===== src/rtl/dualport_mem_arbiter.sv =====
// Two-core front end for a shared dual-port RAM: per-port req/ack sequencing, same-address
// hazard serialisation with rotating priority, range checking and read-data capture.
module dualport_mem_arbiter #(
    parameter int unsigned ADDR_W    = 9,
    parameter int unsigned DATA_W    = 16,
    parameter int unsigned MEM_DEPTH = 32
) (
    input  logic              clk,
    input  logic              rst,

    input  logic              core1_req,
    input  logic              core1_we,
    input  logic [ADDR_W-1:0] core1_addr,
    input  logic [DATA_W-1:0] core1_wdata,
    output logic              core1_ack,
    output logic              core1_err,
    output logic [DATA_W-1:0] core1_rdata,
    output logic              core1_busy,

    input  logic              core2_req,
    input  logic              core2_we,
    input  logic [ADDR_W-1:0] core2_addr,
    input  logic [DATA_W-1:0] core2_wdata,
    output logic              core2_ack,
    output logic              core2_err,
    output logic [DATA_W-1:0] core2_rdata,
    output logic              core2_busy,

    output logic              ram_write_en1,
    output logic              ram_write_en2,
    output logic              ram_read_en1,
    output logic              ram_read_en2,
    output logic [ADDR_W-1:0] ram_addr1,
    output logic [ADDR_W-1:0] ram_addr2,
    output logic [DATA_W-1:0] ram_data_in1,
    output logic [DATA_W-1:0] ram_data_in2,
    input  logic [DATA_W-1:0] ram_data_out1,
    input  logic [DATA_W-1:0] ram_data_out2,

    output logic [15:0]       conflict_cnt
);

    localparam int NP = 2;

    typedef enum logic [1:0] {StIdle, StIssue, StResp} state_e;

    logic              req_in   [NP];
    logic              we_in    [NP];
    logic [ADDR_W-1:0] addr_in  [NP];
    logic [DATA_W-1:0] wdata_in [NP];
    logic [DATA_W-1:0] dout_in  [NP];

    state_e            state_q  [NP];
    state_e            state_d  [NP];
    logic              we_q     [NP];
    logic              we_d     [NP];
    logic [ADDR_W-1:0] addr_q   [NP];
    logic [ADDR_W-1:0] addr_d   [NP];
    logic [DATA_W-1:0] wdata_q  [NP];
    logic [DATA_W-1:0] wdata_d  [NP];
    // go_q marks the cycle a port owns its RAM port and may leave ISSUE
    logic              go_q     [NP];
    logic              go_d     [NP];

    logic              hazard;
    logic              prio_q, prio_d;
    logic [15:0]       cnt_q, cnt_d;

    logic              wen_q    [NP];
    logic              wen_d    [NP];
    logic              ren_q    [NP];
    logic              ren_d    [NP];
    logic [ADDR_W-1:0] raddr_q  [NP];
    logic [ADDR_W-1:0] raddr_d  [NP];
    logic [DATA_W-1:0] din_q    [NP];
    logic [DATA_W-1:0] din_d    [NP];
    logic              ack_q    [NP];
    logic              ack_d    [NP];
    logic              err_q    [NP];
    logic              err_d    [NP];
    logic [DATA_W-1:0] rdata_q  [NP];
    logic [DATA_W-1:0] rdata_d  [NP];
    logic              busy_q   [NP];
    logic              busy_d   [NP];

    function automatic logic in_range(input logic [ADDR_W-1:0] a);
        return 32'(a) < MEM_DEPTH;
    endfunction

    assign req_in[0]   = core1_req;
    assign req_in[1]   = core2_req;
    assign we_in[0]    = core1_we;
    assign we_in[1]    = core2_we;
    assign addr_in[0]  = core1_addr;
    assign addr_in[1]  = core2_addr;
    assign wdata_in[0] = core1_wdata;
    assign wdata_in[1] = core2_wdata;
    assign dout_in[0]  = ram_data_out1;
    assign dout_in[1]  = ram_data_out2;

    // State register and latched request
    always_ff @(posedge clk or posedge rst) begin
        if (rst) begin
            for (int i = 0; i < NP; i++) begin
                state_q[i] <= StIdle;
                we_q[i]    <= 1'b0;
                addr_q[i]  <= '0;
                wdata_q[i] <= '0;
                go_q[i]    <= 1'b0;
            end
            prio_q <= 1'b0;
            cnt_q  <= '0;
        end else begin
            for (int i = 0; i < NP; i++) begin
                state_q[i] <= state_d[i];
                we_q[i]    <= we_d[i];
                addr_q[i]  <= addr_d[i];
                wdata_q[i] <= wdata_d[i];
                go_q[i]    <= go_d[i];
            end
            prio_q <= prio_d;
            cnt_q  <= cnt_d;
        end
    end

    // Next state, including the arbitration decision for the coming cycle
    always_comb begin
        for (int i = 0; i < NP; i++) begin
            state_d[i] = state_q[i];
            we_d[i]    = we_q[i];
            addr_d[i]  = addr_q[i];
            wdata_d[i] = wdata_q[i];
            unique case (state_q[i])
                StIdle: begin
                    if (req_in[i]) begin
                        state_d[i] = StIssue;
                        we_d[i]    = we_in[i];
                        addr_d[i]  = addr_in[i];
                        wdata_d[i] = wdata_in[i];
                    end
                end
                StIssue: begin
                    if (go_q[i]) state_d[i] = StResp;
                end
                StResp:  state_d[i] = StIdle;
                default: state_d[i] = StIdle;
            endcase
        end

        hazard = (state_d[0] == StIssue) && (state_d[1] == StIssue) &&
                 (addr_d[0] == addr_d[1]) && (we_d[0] || we_d[1]);

        // prio_q = 0 favours core 1, 1 favours core 2
        go_d[0] = (state_d[0] == StIssue) && !(hazard && prio_q);
        go_d[1] = (state_d[1] == StIssue) && !(hazard && !prio_q);

        prio_d = hazard ? ~prio_q : prio_q;
        cnt_d  = (hazard && (cnt_q != 16'hFFFF)) ? cnt_q + 16'd1 : cnt_q;
    end

    // Registered-output next values
    always_comb begin
        for (int i = 0; i < NP; i++) begin
            wen_d[i]   = 1'b0;
            ren_d[i]   = 1'b0;
            raddr_d[i] = '0;
            din_d[i]   = '0;
            if (go_d[i] && in_range(addr_d[i])) begin
                wen_d[i]   = we_d[i];
                ren_d[i]   = !we_d[i];
                raddr_d[i] = addr_d[i];
                din_d[i]   = we_d[i] ? wdata_d[i] : '0;
            end

            ack_d[i] = (state_q[i] == StIssue) && go_q[i];
            err_d[i] = ack_d[i] && !in_range(addr_q[i]);

            // RAM data becomes valid during RESP, one cycle after the read strobe
            rdata_d[i] = rdata_q[i];
            if ((state_q[i] == StResp) && !we_q[i] && in_range(addr_q[i])) begin
                rdata_d[i] = dout_in[i];
            end

            busy_d[i] = (state_d[i] != StIdle);
        end
    end

    always_ff @(posedge clk or posedge rst) begin
        if (rst) begin
            for (int i = 0; i < NP; i++) begin
                wen_q[i]   <= 1'b0;
                ren_q[i]   <= 1'b0;
                raddr_q[i] <= '0;
                din_q[i]   <= '0;
                ack_q[i]   <= 1'b0;
                err_q[i]   <= 1'b0;
                rdata_q[i] <= '0;
                busy_q[i]  <= 1'b0;
            end
        end else begin
            for (int i = 0; i < NP; i++) begin
                wen_q[i]   <= wen_d[i];
                ren_q[i]   <= ren_d[i];
                raddr_q[i] <= raddr_d[i];
                din_q[i]   <= din_d[i];
                ack_q[i]   <= ack_d[i];
                err_q[i]   <= err_d[i];
                rdata_q[i] <= rdata_d[i];
                busy_q[i]  <= busy_d[i];
            end
        end
    end

    assign core1_ack     = ack_q[0];
    assign core1_err     = err_q[0];
    assign core1_rdata   = rdata_q[0];
    assign core1_busy    = busy_q[0];
    assign core2_ack     = ack_q[1];
    assign core2_err     = err_q[1];
    assign core2_rdata   = rdata_q[1];
    assign core2_busy    = busy_q[1];

    assign ram_write_en1 = wen_q[0];
    assign ram_write_en2 = wen_q[1];
    assign ram_read_en1  = ren_q[0];
    assign ram_read_en2  = ren_q[1];
    assign ram_addr1     = raddr_q[0];
    assign ram_addr2     = raddr_q[1];
    assign ram_data_in1  = din_q[0];
    assign ram_data_in2  = din_q[1];

    assign conflict_cnt  = cnt_q;

endmodule

===== config.mk =====
export PLATFORM = sky130hd
export DESIGN_NAME = dualport_mem_arbiter
export DESIGN_NICKNAME = d
export VERILOG_FILES = /design/src/rtl/dualport_mem_arbiter.sv
export SDC_FILE = /design/constraint.sdc
export NUM_CORES = 1
export LEC_CHECK = 0
export ABC_AREA = 1
export BUFFER_PORTS_ARGS = -buffer_cell sky130_fd_sc_hd__buf_4
export CAP_MARGIN = 20
export CORE_MARGIN = 3
export CORE_UTILIZATION = 45
export DETAILED_ROUTE_END_ITERATION = 8
export PLACE_DENSITY = 0.71
export SYNTH_ARGS = -nofsm -noshare
export SYNTH_HDL_FRONTEND = slang
export SYNTH_SLANG_ARGS = --single-unit

===== constraint.sdc =====
create_clock -name clk -period 13.34 [get_ports clk]
set_clock_uncertainty 0.05 [all_clocks]
set_input_delay 2.668 -clock clk [delete_from_list [all_inputs] [get_ports clk]]
set_output_delay 2.668 -clock clk [all_outputs]
set_load 0.02 [all_outputs]

==> results by group <==
Clock network
  • Post-CTS Setup Inserts: 0
  • Clk Latency, worst-skew pair: 0.41 ns
  • Total CTS buffers: 17
  • Clk sink count: 167
  • Cts hold-fix bufs: 0
  • Clock buffer depth: 2
  • Post-CTS Resized: 0
  • CTS tree: built
  • Root Driver: clkbuf_16
  • H-tree depth: 4
  • Clock transition at path regs: 0.06 ns

STA
  • Max_slew headroom: 0.327
  • Max Clk Rate: 209 MHz
  • Minimum clock period: 4.79 ns
  • Final setup fails: 0
  • Setup WS post-layout: 8.55 ns
  • Unrepaired setup endpoints after global routing: false
  • Final worst path period share: 0.359
  • Worst-margin pin slew: 1.00 ns
  • Fin. max-slew vios: 0
  • Setup TNS: 0 ns
  • Final Hold Viols: 0

Yosys
  • Post-Syn Area: 6920 sq um
  • Syn avg cell area: 9.31 sq um
  • #FFs+latches synth: 167
  • Synth top area share: 0.604
  • Mapped Cells: 743
  • Area contributors post-synth: dfrtp_1 (60%), nand2_1 (14%), mux2_2 (5.2%)
  • Largest area contributor in the netlist: dfrtp_1
  • Cell variety after synth: 31
  • Ys Warns: 0
  • Register area share after synthesis: 0.604

Pwr
  • Max IR drop VDD: 96.8 uV
  • Logic pwr share: 0.353
  • PD cells: 201 nW/um^2
  • Switching share of power: 0.362
  • Int Power: 1.17 mW
  • Leakage power total: 4.94 nW
  • Power, Total: 1.83 mW
  • Sequential share of power: 0.389
  • P_sw: 0.660 mW
  • Clock power share: 0.258

Floorplanning
  • Die Width: 130 um
  • Die H: 130 um
  • Row cnt: 44
  • Initial Util: 0.467
  • Io pins: 196
  • Core Footprint: 14,800 sq um
  • Die area: 16,900 sq um

Setup path
  • CP startpoint kind: input port
  • R2R Path Start: state_q[0]
  • Worst Path Required: 13.56 ns
  • Kind of critical path: in -> reg
  • CP peak stage delay: 0.45 ns
  • Crit path top cell by count: nand2_1
  • Reg2Reg Capture Point: ram_addr1[0]
  • Critical path capture point type: register
  • Crit path max-delay family: simple AND/OR/NAND/NOR gates
  • Reg2reg setup slack: 10.10 ns
  • Crit path cell chain: buf_4 > nand2_4 > nand2_1 > nand2_1 > inv_1 > nand2_1 > nand2_1 > nor2_1 > nand3_1 > nor2_4 > nand2_1 > nand3_2 > nor2_1
  • R2R cell count: 12
  • Crit path max fanout: 34
  • CP Buf/Inv Count: 2
  • CP max-delay cell: nor2_4
  • CP Data Arrival Time: 5.02 ns

Drt
  • Drt pass-1 iters: 5
  • Initial DRC count: 265
  • Overall routed net length: 16,100 um
  • Vias/cell: 4.77
  • Antenna Nets Post-Route: 0
  • Average routed wire per standard cell: 14.2 um
  • DRC: 0
  • Via count: 5,405

GRT
  • First-pass GRT wire length: 25,500 um
  • Vias in the first global route: 5,246
  • Initial antenna violation count: 0
  • Gr usage total: 0.194
  • Largest net degree at the start of global routing: 110
  • Total congestion overflow: 0

Placed design
  • Worst slack at placement: 8.11 ns
  • Inst Count DP: 1,105
  • Placer congestion estimate: 0.789
  • Number of buffers inserted by port buffering: 195
  • DP Area: 8520 sq um
  • DP HPWL: 11,400 um

Min path
  • Hold path cells: 2
  • Hold Path Origin: wdata_q[14]
  • Hold Path Class: reg -> reg
  • Worst min-delay path endpoint: wdata_q[14]

Layout
  • Area Overhead vs Synth: 31.2%
  • Fillers: 1,325
  • Nets: 1,029
  • Ratio of cells with drive above 1 in the final layout: 0.285
  • Cell area after layout: 9080 sq um
  • Layout Cells excl Fill: 1,134
  • N_diodes: 0

Outcome
  • Status: completed

Run
  • Max cap viols: 0
[layout make-up]
| cell class | instances | area, sq um | share of cell area |
|---|---|---|---|
| clock buffers | 22 | 464 | 0.0511 |
| clock inverters | 7 | 97.6 | 0.0107 |
| inverters | 84 | 320 | 0.0353 |
| multi-input cells | 473 | 2310 | 0.254 |
| flip-flops and latches | 167 | 4180 | 0.460 |
| well taps | 184 | 230 | 0.0254 |
| repair buffers | 197 | 1480 | 0.163 |
[layout by cell type, fill, tap and decap left out, types with 2 or more instances in the layout]
| cell type | count |
|---|---|
| nand2_1 | 249 |
| buf_4 | 197 |
| dfrtp_1 | 167 |
| inv_1 | 78 |
| nor2_1 | 68 |
| nand3_1 | 36 |
| mux2_2 | 32 |
| nand4_1 | 21 |
| o21ai_0 | 18 |
| clkbuf_16 | 17 |
| nand3b_1 | 12 |
| conb_1 | 8 |
| nor3_1 | 6 |
| nor4_1 | 4 |
| inv_2 | 3 |
| clkbuf_1 | 3 |
| nor2_4 | 2 |
| o21ai_2 | 2 |
| nand2_2 | 2 |
| clkinv_1 | 2 |
| nand3_2 | 2 |
| inv_6 | 2 |
| a21oi_1 | 2 |
| and3_1 | 2 |
| clkbuf_8 | 2 |
| bufinv_16 | 2 |
| clkinvlp_4 | 2 |
[sequential cells by signal, indices dropped and copies added, names as in the netlist]
| name | count |
|---|---|
| ram_write_en2 | 1 |
| conflict_cnt | 16 |
| core1_busy | 1 |
| ram_data_in1 | 16 |
| ram_read_en2 | 1 |
| ram_read_en1 | 1 |
| ram_addr1 | 9 |
| core2_rdata | 16 |
| core1_err | 1 |
| prio_q | 1 |
| ram_addr2 | 9 |
| core2_ack | 1 |
| core1_ack | 1 |
| ram_data_in2 | 16 |
| ram_write_en1 | 1 |
| core1_rdata | 16 |
| core2_err | 1 |
| we_q | 2 |
| go_q | 2 |
| wdata_q | 32 |
| state_q | 4 |
| core2_busy | 1 |
| addr_q | 18 |
[power by group through the flow]
stage,Combinational (mW),Clock [mW],Sequential [mW]
floorplan,0.386,0,0.772
global placement,0.634,0,0.714
detailed placement,0.647,0,0.719
CTS,0.650,0.483,0.711
finish,0.645,0.471,0.710
global route,0.723,0.504,0.726
[synthesized netlist by cell type]
library cell,number
inv_2,3
nand3_1,36
nand3b_1,12
inv_1,79
nand3_2,2
ha_1,1
conb_1,1
nand3_4,1
nor4_2,1
nor3_1,6
buf_6,5
mux2_2,32
nand2_4,1
clkinv_1,2
dfrtp_1,167
o21ai_2,2
nor4_1,5
nand2_1,249
nand2_2,2
clkbuf_1,9
buf_4,3
o21ai_1,1
nor2_1,68
a21oi_1,2
o21ai_0,18
nand4_1,21
nor2_4,2
and3_1,2
buf_2,8
xnor2_1,1
buf_1,1
[worst max-delay path by stage]
| stage | from | cells past startpoint | slack [ns] | endpoint |
|---|---|---|---|---|
| final | core1_req | 13 | 8.55 | ram_addr1[0] |
| after CTS | core1_req | 13 | 8.54 | ram_addr1[0] |
| after floorplan | rst | 1 | 6.10 | addr_q[0] |
| after detailed placement | core2_req | 13 | 8.11 | ram_data_in2[14] |
| after global routing | core2_req | 14 | 8.25 | ram_data_in1[3] |
| after global placement | core2_req | 13 | 8.12 | ram_addr2[3] |
[layer usage]
metal  GRT usage  vias up  routed length [um]
met2       0.320      137                7950
li1            -     2709                   -
met4      0.0678        0                 224
met1       0.254     2546                7160
met3      0.0471       13                 779
met5           0        -                   0
[worst min-delay path, cell delays in order, from the launching register on]
cell	delay (ns)
dfrtp_1	0.32
nand2_1	0.05
nand2_1	0.07
[through the flow]
step / util / hold WS [ns]
3_3_place_gp: 0.575 / 0.409
2_1_floorplan: - / 0.395
6_report: 0.613 / 0.426
4_1_cts: 0.613 / 0.427
3_5_place_dp: 0.575 / 0.411
5_1_grt: 0.613 / 0.444
[kinds of logic after synthesis]
| logic type | after synthesis | share of synthesized area |
|---|---|---|
| flops | 167 | 0.604 |
| fa+ha+maj | 1 | 0.00181 |
| mux | 32 | 0.0521 |
| other cells | 1 | 0.000542 |
| simple gates | 408 | 0.255 |
| compound gates | 23 | 0.0177 |
| buf+inv | 110 | 0.0682 |
| xor+xnor | 1 | 0.00127 |
(Power assumes the default switching activity.)
